File: config.mk
export PLATFORM = sky130hd
export DESIGN_NAME = spi_ram_slave_flat
export DESIGN_NICKNAME = d
export VERILOG_FILES = /design/src/rtl/spi_ram_slave_pkg.sv /design/src/rtl/spi_ram_slave_if.sv /design/src/rtl/spi_ram_slave_sync_edge.sv /design/src/rtl/spi_ram_slave.sv /design/src/flat_wrapper.sv
export SDC_FILE = /design/constraint.sdc
export NUM_CORES = 1
export LEC_CHECK = 0
export CORE_ASPECT_RATIO = 1.1
export CORE_MARGIN = 2
export CORE_UTILIZATION = 35
export CTS_CLUSTER_DIAMETER = 150
export DETAILED_ROUTE_END_ITERATION = 8
export GPL_TIMING_DRIVEN = 0
export PLACE_DENSITY = 0.66
export RECOVER_POWER = 25
export SYNTH_ARGS = -nofsm -noshare
export SYNTH_HDL_FRONTEND = slang
export SYNTH_SLANG_ARGS = --single-unit
File: constraint.sdc
create_clock -name clk -period 2 [get_ports clk]
set_input_delay 0.4 -clock clk [delete_from_list [all_inputs] [get_ports clk]]
set_output_delay 0.4 -clock clk [all_outputs]
set_load 0.01 [all_outputs]
File: src/rtl/spi_ram_slave_pkg.sv
// Shared definitions for the SPI-to-RAM slave: FSM states, command layout
// and default widths.
package spi_ram_slave_pkg;

  localparam int DEF_ADDR_W = 4;
  localparam int DEF_DATA_W = 8;

  // Bit of the command byte that selects read (1) or write (0).
  localparam int RW_BIT = 7;

  typedef enum logic [1:0] {
    IDLE = 2'd0,
    CMD  = 2'd1,
    DATA = 2'd2
  } state_e;

endpackage

File: src/rtl/spi_ram_slave_if.sv
// SPI pins plus RAM-side bus of the SPI RAM slave, with slave/master views.
interface spi_ram_slave_if
  import spi_ram_slave_pkg::*;
#(
  parameter int ADDR_W = DEF_ADDR_W,
  parameter int DATA_W = DEF_DATA_W
) ();

  logic              sclk;
  logic              cs_n;
  logic              mosi;
  logic              miso;
  logic              enable;
  logic              rw;
  logic [ADDR_W-1:0] adrs;
  logic [DATA_W-1:0] datain;
  logic [DATA_W-1:0] dataout;
  logic              frame_err;

  modport slave (
    input  sclk, cs_n, mosi, dataout,
    output miso, enable, rw, adrs, datain, frame_err
  );

  modport master (
    output sclk, cs_n, mosi, dataout,
    input  miso, enable, rw, adrs, datain, frame_err
  );

endinterface

File: src/rtl/spi_ram_slave_sync_edge.sv
// Two-flop synchronizer for an asynchronous pin, with rise/fall detection
// on the synchronized copy.
module spi_sync_edge #(
  parameter logic RST_VAL = 1'b0
) (
  input  logic clk,
  input  logic rst_n,
  input  logic d_i,
  output logic q_o,
  output logic rise_o,
  output logic fall_o
);

  logic meta_q;
  logic sync_q;
  logic prev_q;

  // Synchronizer chain plus one extra stage holding the previous level.
  always_ff @(posedge clk or negedge rst_n) begin
    if (!rst_n) begin
      meta_q <= RST_VAL;
      sync_q <= RST_VAL;
      prev_q <= RST_VAL;
    end else begin
      meta_q <= d_i;
      sync_q <= meta_q;
      prev_q <= sync_q;
    end
  end

  assign q_o    = sync_q;
  assign rise_o = sync_q & ~prev_q;
  assign fall_o = ~sync_q & prev_q;

endmodule

File: src/rtl/spi_ram_slave.sv
// SPI mode-0 slave giving a master burst read/write access to an external
// RAM. Command byte: bit RW_BIT = direction, low ADDR_W bits = start address.
module spi_ram_slave
  import spi_ram_slave_pkg::*;
#(
  parameter int ADDR_W = DEF_ADDR_W,
  parameter int DATA_W = DEF_DATA_W
) (
  input logic            clk,
  input logic            rst_n,
  spi_ram_slave_if.slave bus
);

  localparam int              CNT_W    = (DATA_W > 1) ? $clog2(DATA_W) : 1;
  localparam logic [CNT_W-1:0] LAST_BIT = CNT_W'(DATA_W - 1);

  logic sclk_lvl, sclk_rise, sclk_fall;
  logic cs_lvl, cs_rise, cs_fall;
  logic mosi_meta_q, mosi_q;

  state_e            state_q, state_d;
  logic [CNT_W-1:0]  bit_cnt_q, bit_cnt_d;
  logic [DATA_W-1:0] rx_q, rx_d;
  logic [DATA_W-1:0] tx_q, tx_d;
  logic [ADDR_W-1:0] addr_q, addr_d;
  logic              rd_q, rd_d;
  logic              enable_q, enable_d;
  logic              rw_q, rw_d;
  logic [ADDR_W-1:0] adrs_q, adrs_d;
  logic [DATA_W-1:0] datain_q, datain_d;
  logic              ferr_q, ferr_d;
  logic [1:0]        warm_q, warm_d;
  logic              arm_q, arm_d;
  logic [DATA_W-1:0] rx_next;
  logic              leave;

  spi_sync_edge #(.RST_VAL(1'b0)) u_sclk_sync (
    .clk    (clk),
    .rst_n  (rst_n),
    .d_i    (bus.sclk),
    .q_o    (sclk_lvl),
    .rise_o (sclk_rise),
    .fall_o (sclk_fall)
  );

  spi_sync_edge #(.RST_VAL(1'b1)) u_cs_sync (
    .clk    (clk),
    .rst_n  (rst_n),
    .d_i    (bus.cs_n),
    .q_o    (cs_lvl),
    .rise_o (cs_rise),
    .fall_o (cs_fall)
  );

  // mosi only needs to be level-aligned with the synchronized sclk.
  always_ff @(posedge clk or negedge rst_n) begin
    if (!rst_n) begin
      mosi_meta_q <= 1'b0;
      mosi_q      <= 1'b0;
    end else begin
      mosi_meta_q <= bus.mosi;
      mosi_q      <= mosi_meta_q;
    end
  end

  // State and datapath registers.
  always_ff @(posedge clk or negedge rst_n) begin
    if (!rst_n) begin
      state_q   <= IDLE;
      bit_cnt_q <= '0;
      rx_q      <= '0;
      tx_q      <= '0;
      addr_q    <= '0;
      rd_q      <= 1'b0;
      enable_q  <= 1'b0;
      rw_q      <= 1'b1;
      adrs_q    <= '0;
      datain_q  <= '0;
      ferr_q    <= 1'b0;
      warm_q    <= '0;
      arm_q     <= 1'b0;
    end else begin
      state_q   <= state_d;
      bit_cnt_q <= bit_cnt_d;
      rx_q      <= rx_d;
      tx_q      <= tx_d;
      addr_q    <= addr_d;
      rd_q      <= rd_d;
      enable_q  <= enable_d;
      rw_q      <= rw_d;
      adrs_q    <= adrs_d;
      datain_q  <= datain_d;
      ferr_q    <= ferr_d;
      warm_q    <= warm_d;
      arm_q     <= arm_d;
    end
  end

  // Frame sequencing: command decode, byte assembly, RAM strobes, miso shifting.
  always_comb begin
    state_d   = state_q;
    bit_cnt_d = bit_cnt_q;
    rx_d      = rx_q;
    tx_d      = tx_q;
    addr_d    = addr_q;
    rd_d      = rd_q;
    enable_d  = 1'b0;
    rw_d      = rw_q;
    adrs_d    = adrs_q;
    datain_d  = datain_q;
    ferr_d    = 1'b0;
    // After reset the cs_n synchronizer holds its reset value for two clocks;
    // only a real high level seen afterwards arms frame detection, so a frame
    // interrupted by reset is never resumed mid-stream.
    warm_d    = {warm_q[0], 1'b1};
    arm_d     = arm_q | (warm_q[1] & cs_lvl);
    rx_next   = {rx_q[DATA_W-2:0], mosi_q};
    leave     = 1'b0;

    // The read strobe cycle is when dataout reflects the new adrs.
    if (enable_q && rw_q) begin
      tx_d = bus.dataout;
    end

    unique case (state_q)
      IDLE: begin
        // Mode 0 keeps sclk low while cs_n is asserted.
        if (arm_q && cs_fall && !sclk_lvl) begin
          state_d   = CMD;
          bit_cnt_d = '0;
          rx_d      = '0;
          tx_d      = '0;
        end
      end
      CMD: begin
        if (cs_lvl) begin
          leave = 1'b1;
        end else if (sclk_rise) begin
          rx_d      = rx_next;
          bit_cnt_d = bit_cnt_q + CNT_W'(1);
          if (bit_cnt_q == LAST_BIT) begin
            bit_cnt_d = '0;
            rx_d      = '0;
            state_d   = DATA;
            rd_d      = rx_next[RW_BIT];
            addr_d    = rx_next[ADDR_W-1:0];
            if (rx_next[RW_BIT]) begin
              enable_d = 1'b1;
              rw_d     = 1'b1;
              adrs_d   = rx_next[ADDR_W-1:0];
            end
          end
        end
      end
      DATA: begin
        if (cs_lvl) begin
          leave = 1'b1;
        end else begin
          if (sclk_rise) begin
            rx_d      = rx_next;
            bit_cnt_d = bit_cnt_q + CNT_W'(1);
            if (bit_cnt_q == LAST_BIT) begin
              bit_cnt_d = '0;
              rx_d      = '0;
              addr_d    = addr_q + ADDR_W'(1);
              enable_d  = 1'b1;
              rw_d      = rd_q;
              if (rd_q) begin
                // Prefetch the byte the master will clock out next.
                adrs_d = addr_q + ADDR_W'(1);
              end else begin
                adrs_d   = addr_q;
                datain_d = rx_next;
              end
            end
          end
          // The falling edge right after a byte boundary must keep the freshly
          // loaded MSB on miso, so only mid-byte falls shift.
          if (sclk_fall && rd_q && (bit_cnt_q != '0)) begin
            tx_d = {tx_q[DATA_W-2:0], 1'b0};
          end
        end
      end
      default: begin
        state_d = IDLE;
      end
    endcase

    if (leave) begin
      state_d   = IDLE;
      bit_cnt_d = '0;
      rx_d      = '0;
      ferr_d    = cs_rise && (bit_cnt_q != '0);
    end
  end

  assign bus.miso      = (state_q == DATA && rd_q) ? tx_q[DATA_W-1] : 1'b0;
  assign bus.enable    = enable_q;
  assign bus.rw        = rw_q;
  assign bus.adrs      = adrs_q;
  assign bus.datain    = datain_q;
  assign bus.frame_err = ferr_q;

endmodule
File: src/flat_wrapper.sv
// flat-port wrapper written by rule: the top's interface ports become plain ports
module spi_ram_slave_flat import spi_ram_slave_pkg::*;
#(
  parameter int ADDR_W = DEF_ADDR_W,
  parameter int DATA_W = DEF_DATA_W
)
  (clk, rst_n, bus_sclk, bus_cs_n, bus_mosi, bus_dataout, bus_miso, bus_enable, bus_rw, bus_adrs, bus_datain, bus_frame_err);
  spi_ram_slave_if #(.ADDR_W(ADDR_W), .DATA_W(DATA_W)) bus_i ();
  input logic clk;
  input logic rst_n;
  input wire logic [$bits(bus_i.sclk)-1:0] bus_sclk;
  input wire logic [$bits(bus_i.cs_n)-1:0] bus_cs_n;
  input wire logic [$bits(bus_i.mosi)-1:0] bus_mosi;
  input wire logic [$bits(bus_i.dataout)-1:0] bus_dataout;
  output wire logic [$bits(bus_i.miso)-1:0] bus_miso;
  output wire logic [$bits(bus_i.enable)-1:0] bus_enable;
  output wire logic [$bits(bus_i.rw)-1:0] bus_rw;
  output wire logic [$bits(bus_i.adrs)-1:0] bus_adrs;
  output wire logic [$bits(bus_i.datain)-1:0] bus_datain;
  output wire logic [$bits(bus_i.frame_err)-1:0] bus_frame_err;
  assign bus_i.sclk = bus_sclk;
  assign bus_i.cs_n = bus_cs_n;
  assign bus_i.mosi = bus_mosi;
  assign bus_i.dataout = bus_dataout;
  assign bus_miso = bus_i.miso;
  assign bus_enable = bus_i.enable;
  assign bus_rw = bus_i.rw;
  assign bus_adrs = bus_i.adrs;
  assign bus_datain = bus_i.datain;
  assign bus_frame_err = bus_i.frame_err;
  spi_ram_slave #(.ADDR_W(ADDR_W), .DATA_W(DATA_W)) u_core (.clk(clk), .rst_n(rst_n), .bus(bus_i));
endmodule
==> results of run 1 <==
## synth_stat cells (all sizes together), types with 2 or more instances
cell type | number | area share
mux2i | 11 | 0.047
buf | 4 | 0.0086
a22oi | 2 | 0.0064
inv | 9 | 0.014
nor2b | 3 | 0.0080
clkbuf | 3 | 0.0048
nor3 | 2 | 0.0043
a21oi | 7 | 0.015
nand3 | 3 | 0.0064
a211oi | 2 | 0.0086
nor2 | 7 | 0.011
xor2 | 2 | 0.0075
ha | 9 | 0.048
a221oi | 2 | 0.0075
nand4 | 2 | 0.0053
a22o | 10 | 0.037
mux2 | 14 | 0.067
nand3b | 2 | 0.0064
nand2 | 14 | 0.022
o21ai | 14 | 0.030
a21o | 3 | 0.0096
dfrtp | 47 | 0.50
dfstp | 4 | 0.045
a31oi | 2 | 0.0053
## final cells by class
| class | instances | share of cell area |
|---|---|---|
| Multi-Input combinational cell | 127 | 0.354 |
| Clock buffer | 5 | 0.0232 |
| Clock inverter | 3 | 0.0156 |
| Timing Repair Buffer | 33 | 0.108 |
| Sequential cell | 51 | 0.432 |
| Buffer | 6 | 0.0211 |
| Inverter | 9 | 0.0114 |
| Tap cell | 82 | 0.0346 |
## power by group through the flow
stage          sequential [mW]  combinational [mW]  clock, mW
2_1_floorplan             1.26               0.557          0
3_3_place_gp              1.26               0.798          0
3_5_place_dp              1.26               0.823          0
4_1_cts                   1.25               0.918      0.752
5_1_grt                   1.27                1.09      0.798
6_report                  1.25               0.987      0.732
## cells by family (layout without fill, tap and decap cells)
logic type	count (synthesis)	after routing	share of synthesized area
flip-flops	51	51	0.548
AO/OA/AOI/OAI	48	48	0.149
adder cells (fa/ha/maj)	9	9	0.0482
other	1	1	0.00160
multiplexers	25	25	0.115
buffers and inverters	16	56	0.0278
AND/OR/NAND/NOR	41	41	0.100
XOR/XNOR	3	3	0.0112
## per-layer routing
layer / track usage / share of wire / wire length (um) / vias to the layer above
met4: 0.0417 / 0.015 / 66 / 0
li1: - / - / - / 776
met2: 0.199 / 0.47 / 2140 / 40
met5: 0 / 0 / 0 / -
met3: 0.0392 / 0.050 / 226 / 5
met1: 0.196 / 0.47 / 2120 / 821
## stage by stage
stage           util  instance area (um2)  TNS [ps]  power (mW)
3_5_place_dp   0.420                 2740     -5100        2.09
4_1_cts        0.449                 2930      -143        2.91
6_report       0.455                 2970         0        2.97
3_3_place_gp   0.418                 2720    -50960        2.06
2_1_floorplan      -                 2340         0        1.82
5_1_grt        0.455                 2970     -41.0        3.16
## repair_timing
item                                    CTS  global route
buffers inserted                          2             2
endpoints found under the setup margin   34            21
pin swaps                                 1             2
gates resized for setup                  20            13
## worst paths after layout
check | start | end | slack (ps) | cells past startpoint
setup / recovery | u_core.state_q[0]$_DFFE_PN0P_ | bus_miso | 40 | 6
hold / removal | rst_n | u_core.rx_q[5]$_DFFE_PN0P_ | 310 | 1
setup reg to reg | u_core.state_q[0]$_DFFE_PN0P_ | u_core.addr_q[2]$_DFFE_PN0P_ | 60 | 8
hold reg to reg | u_core.warm_q[0]$_DFF_PN0_ | u_core.warm_q[1]$_DFF_PN0_ | 360 | 0
max in group asynchronous | rst_n | u_core.bus.rw$_DFFE_PN1P_ | 870 | 2
min in group clk | u_core.warm_q[0]$_DFF_PN0_ | u_core.warm_q[1]$_DFF_PN0_ | 360 | 0
## state kept, by name (all words and copies together) (netlist names)
register	flops
u_core.bus.rw	1
u_core.state_q	2
u_core.mosi_q	1
u_core.u_cs_sync.meta_q	1
u_core.u_sclk_sync.prev_q	1
u_core.rx_q	7
u_core.warm_q	2
u_core.u_sclk_sync.meta_q	1
u_core.addr_q	4
u_core.rd_q	1
u_core.u_sclk_sync.q_o	1
u_core.u_cs_sync.q_o	1
u_core.bit_cnt_q	3
u_core.u_cs_sync.prev_q	1
u_core.bus.frame_err	1
u_core.tx_q	8
u_core.bus.adrs	4
u_core.arm_q	1
u_core.bus.datain	8
u_core.mosi_meta_q	1
u_core.bus.enable	1
==> out/metrics.cfg, run 1 <==
[synthesis]
synth-edff-count = 0
synth-seq-cells = 51
syn_area_per_cell_um2 = 12.1
synth_area_mm2 = 0.00234
ys_warn_count = 0
synth_seq_area_share = 0.548
synthArstFlopShare = 1.00
syn_nets = 216
synthDistinctLibCells = 42
synth_top_flop_cell = dfrtp_1
postSynthCellCount = 194

[pwr]
leakage_nw = 1.34
p_int_mw = 1.98
p_per_area_mw_per_mm2 = 1000
vdd_drop_max_v = 0.000440
p_switching_mw = 0.986
switching_share = 0.332
seq_power_share = 0.421
power_frac_comb = 0.333
pwr-share-clk = 0.247

[outcome]
outcome = complete, no violations

[setup_path]
critical_path.top_delay_family = buffers and inverters
end_kind = output port
path_common_cell = buf_8
crit_fanout = 10
crit_buf_inv = 4
criticalPathCategory = reg2out
cp_slowest_cell = dfrtp_1
critPathMaxStageDelay_ps = 410
crit_required_ps = 1600
cp-start-kind = flop
worst_ep_arrival_time_ps = 1560
worstPathCellList = inv_2 > ha_4 > buf_8 > buf_8 > and3_1 > buf_2

[clocking]
tritoncts = yes
cts_num_sinks = 51
holdBufCountCts = 0
cts.path.max_buffers = 2
path_clk_slew_ps = 100
cts_max_level = 2
cts-root-buf = clkbuf_8
cts_made_buffers = 5
clock_latency_ps = 310

[die]
fp.coreArea_mm2 = 0.00652
start_util = 0.359
io_pins = 29
die_width_um = 81.9
die_h_um = 89.7
rows = 31
dieArea_mm2 = 0.00735

[route]
detail-route-antenna-nets = 0
dr_total_vias = 1642
drc_errors = 0
detail_route.wl_per_cell_um = 14.4
vias_per_cell = 5.20
drt_iter0_markers = 133
drt_pass1_iterations = 4
routed_wl_mm = 4.55

[timing]
maxSlewHeadroom = 0.193
clock.fmax_mhz = 510
worstMarginPinSlew_ps = 1210
setup_viol = 0
holdWs_ps = 315
maxSlewViolCount = 0
grt_setup_unrepaired = true
worst_clock_skew_ps = 11.5
hold_violations = 0
setup_slack_ps = 38.3
fin_crit_ps = 1960
finalCritPeriodShare = 0.981

[global_route]
grt_pass1_vias = 1618
antenna_found_initial = 0
grt_usage = 0.137
grt_max_degree = 31
grt_pass1_wl_mm = 7.86
grt_overflow = 0

[finish]
fin_nets = 255
stdcell_count = 316
antennaDiodeCount = 0
syn_to_final_growth_pct = 26.8
final_cell_mix = dfrtp_1 (46), clkdlybuf4s50_1 (23), nand2_1 (14), mux2_2 (14), o21ai_0 (12)
drive_gt1_frac = 0.248
multi_input_area_mm2 = 0.00105
fill_cells = 610
layout_commonest_cell = dfrtp_1
ff_latch_area_mm2 = 0.00128

[placed_design]
dp_hpwl_mm = 3.10
gp_congestion = 0.821
io_buffers = 28
pre_cts_slack_ps = -767
dp.cells = 305

[run]
maxCapViolCount = 0

[worst_hold_path]
hp-class = in2async

Power figures use the tool's default switching activity.
==> run 2, diff against run 1 <==
--- a/config.mk
+++ b/config.mk
@@ -5,10 +5,10 @@
 export SDC_FILE = /design/constraint.sdc
 export NUM_CORES = 1
 export LEC_CHECK = 0
+export CAP_MARGIN = 10
 export CORE_ASPECT_RATIO = 1.1
 export CORE_MARGIN = 2
 export CORE_UTILIZATION = 35
-export CTS_CLUSTER_DIAMETER = 150
 export DETAILED_ROUTE_END_ITERATION = 8
 export GPL_TIMING_DRIVEN = 0
 export PLACE_DENSITY = 0.66
==> results of run 2 <==
The final DEF is identical to that of run 1; final timing and power are the same.
==> run 3, diff against run 2 <==
--- a/config.mk
+++ b/config.mk
@@ -11,7 +11,6 @@
 export CORE_UTILIZATION = 35
 export DETAILED_ROUTE_END_ITERATION = 8
 export GPL_TIMING_DRIVEN = 0
-export PLACE_DENSITY = 0.66
 export RECOVER_POWER = 25
 export SYNTH_ARGS = -nofsm -noshare
 export SYNTH_HDL_FRONTEND = slang
==> run 3 against run 2 <==
  * Cell count up 2.8%
  * Sequential share of layout area decreased by 1.8 points
  * Sequential power barely moved
  * Count of clock-buffer cells in the layout stayed put
  * Combinational power rose by 11%
  * Worst setup slack improved by 13 ps
  * Power increased by 7.3%
  * Largest cell class unchanged
==> out/metrics.cfg, run 3 (synthesized netlist as in run 1, its figures left out) <==
[clocking]
cts_made_buffers = 5
cts_num_sinks = 51
path_clk_slew_ps = 90
cts-root-buf = clkbuf_8
clock_latency_ps = 310
cts.path.max_buffers = 2
holdBufCountCts = 0
cts_max_level = 2
tritoncts = yes

[run]
maxCapViolCount = 0

[timing]
fin_crit_ps = 1950
setup_slack_ps = 51.7
worstMarginPinSlew_ps = 1300
fin_setup_tns_ps = 0
grt_setup_unrepaired = true
worst_clock_skew_ps = 4.81
finalCritPeriodShare = 0.974
clock.fmax_mhz = 513
setup_viol = 0
hold_violations = 0
maxSlewHeadroom = 0.136
maxSlewViolCount = 0

[die]
fp.coreArea_mm2 = 0.00652
io_pins = 29
dieArea_mm2 = 0.00735
die_width_um = 81.9
rows = 31
start_util = 0.359
die_h_um = 89.7

[finish]
final_cell_mix = dfrtp_1 (46), clkdlybuf4s50_1 (24), nand2_1 (14), mux2_2 (14)
fin_nets = 264
stdcell_count = 325
antennaDiodeCount = 0
fin_util = 0.474
drive_gt1_frac = 0.276
syn_to_final_growth_pct = 32.2
layout_commonest_cell = dfrtp_1

[setup_path]
r2r_slack_ps = 70
critical_path.top_delay_family = buffers and inverters
path_common_cell = clkbuf_16
crit_required_ps = 1600
crit_start = u_core.state_q[0]$_DFFE_PN0P_
r2r_cells = 8
cp-start-kind = flop
r2r_end = u_core.addr_q[2]$_DFFE_PN0P_
critPathMaxStageDelay_ps = 410
cp_slowest_cell = dfrtp_1
crit_buf_inv = 4
worst_ep_arrival_time_ps = 1550
r2r_start = u_core.state_q[1]$_DFFE_PN0P_
criticalPathCategory = reg2out
crit_end = bus_miso
worstPathCellList = inv_2 > ha_4 > clkbuf_16 > clkbuf_16 > and3_4 > buf_6
crit_fanout = 10
end_kind = output port
path_depth = 6

[global_route]
grt_max_degree = 30
grtUsageMet2 = 0.192
grt_most_used_layer = met1
grt_pass1_wl_mm = 7.71
grt_pass1_vias = 1595
grtUsageMet3 = 0.0331
grt_overflow = 0
use_met1 = 0.201
antenna_found_initial = 0
grt_usage = 0.135

[pwr]
power_frac_comb = 0.344
switching_share = 0.311
p_switching_mw = 0.991
p_per_area_mw_per_mm2 = 1030
vdd_drop_max_v = 0.000463
pwr-share-clk = 0.264
fin_total_pwr_mw = 3.19
leakage_nw = 1.40
p_int_mw = 2.19
seq_power_share = 0.392

[route]
detail_route.wl_per_cell_um = 14.2
vias_per_cell = 5.07
drc_errors = 0
drt_pass1_iterations = 4
drt_iter0_markers = 66
routed_wl_mm = 4.62
dr_total_vias = 1647
detail-route-antenna-nets = 0

[outcome]
outcome = complete, no violations

[placed_design]
pre_cts_slack_ps = -775
io_buffers = 28
dp.cells = 305
gp_congestion = 0.829
dp_hpwl_mm = 3.06

[worst_hold_path]
hp-class = in2async

-- run 3: cell count changes in the layout (fill, tap and decap cells not counted), sizes merged --
cell           change
buf                +6
dlygate4sd3        -1
bufinv             +1
inv                -1
clkbuf             +3
clkdlybuf4s50      +1
-- run 3: worst min path at each step --
stage,depth (start not counted),to,slack (ps)
finish,1,u_core.tx_q[4]$_DFF_PN0_,360
global route,0,u_core.u_sclk_sync.q_o$_DFF_PN0_,360
CTS,1,u_core.bit_cnt_q[2]$_DFFE_PN0P_,80
detailed placement,0,u_core.u_sclk_sync.q_o$_DFF_PN0_,340
global placement,0,u_core.warm_q[1]$_DFF_PN0_,330
floorplan,0,u_core.addr_q[0]$_DFFE_PN0P_,100
-- run 3: power groups by stage --
stage               combinational (mW)  sequential (mW)  clock [mW]
floorplan                        0.557             1.26           0
global placement                 0.805             1.26           0
detailed placement               0.827             1.27           0
CTS                              0.966             1.25       0.868
global route                      1.20             1.27       0.906
finish                            1.10             1.25       0.840
-- run 3: metrics by stage --
stage	hold WS (ps)	cell area, um2
final	355	3090
after global routing	359	3090
after CTS	78.0	2980
after detailed placement	336	2740
after global placement	332	2720
after floorplan	104	2340
-- run 3: timing repair --
| item | in CTS | in global routing |
|---|---|---|
| setup endpoints to repair | 34 | 25 |
| setup buffers | 3 | 9 |
| pin swaps | 1 | 3 |
| resized for setup | 25 | 10 |
| cloned | 0 | 0 |
-- run 3: final cells by class --
cell class                      instances  area [um2]
Clock inverter                          3        67.6
Sequential cell                        51        1280
Fill cell                             602        3430
Timing Repair Buffer                   41         385
Tap cell                               82         103
Clock buffer                            5        68.8
Inverter                                9        33.8
Buffer                                  7        86.3
Multi-Input combinational cell        127        1060
-- run 3: per-layer routing --
metal  vias up  share of wire
li1        798              -
met2        28           0.45
met5         -              0
met3         6          0.041
met1       815           0.49
met4         0          0.016
-- run 3: worst reg2reg max path, stage by stage (launching register included) --
cell and delay (ps):
dfrtp_2 450, inv_2 100, ha_1 170, buf_6 140
mux2i_2 100, or4_1 490, buf_6 160, a21oi_1 120
o22a_1 150
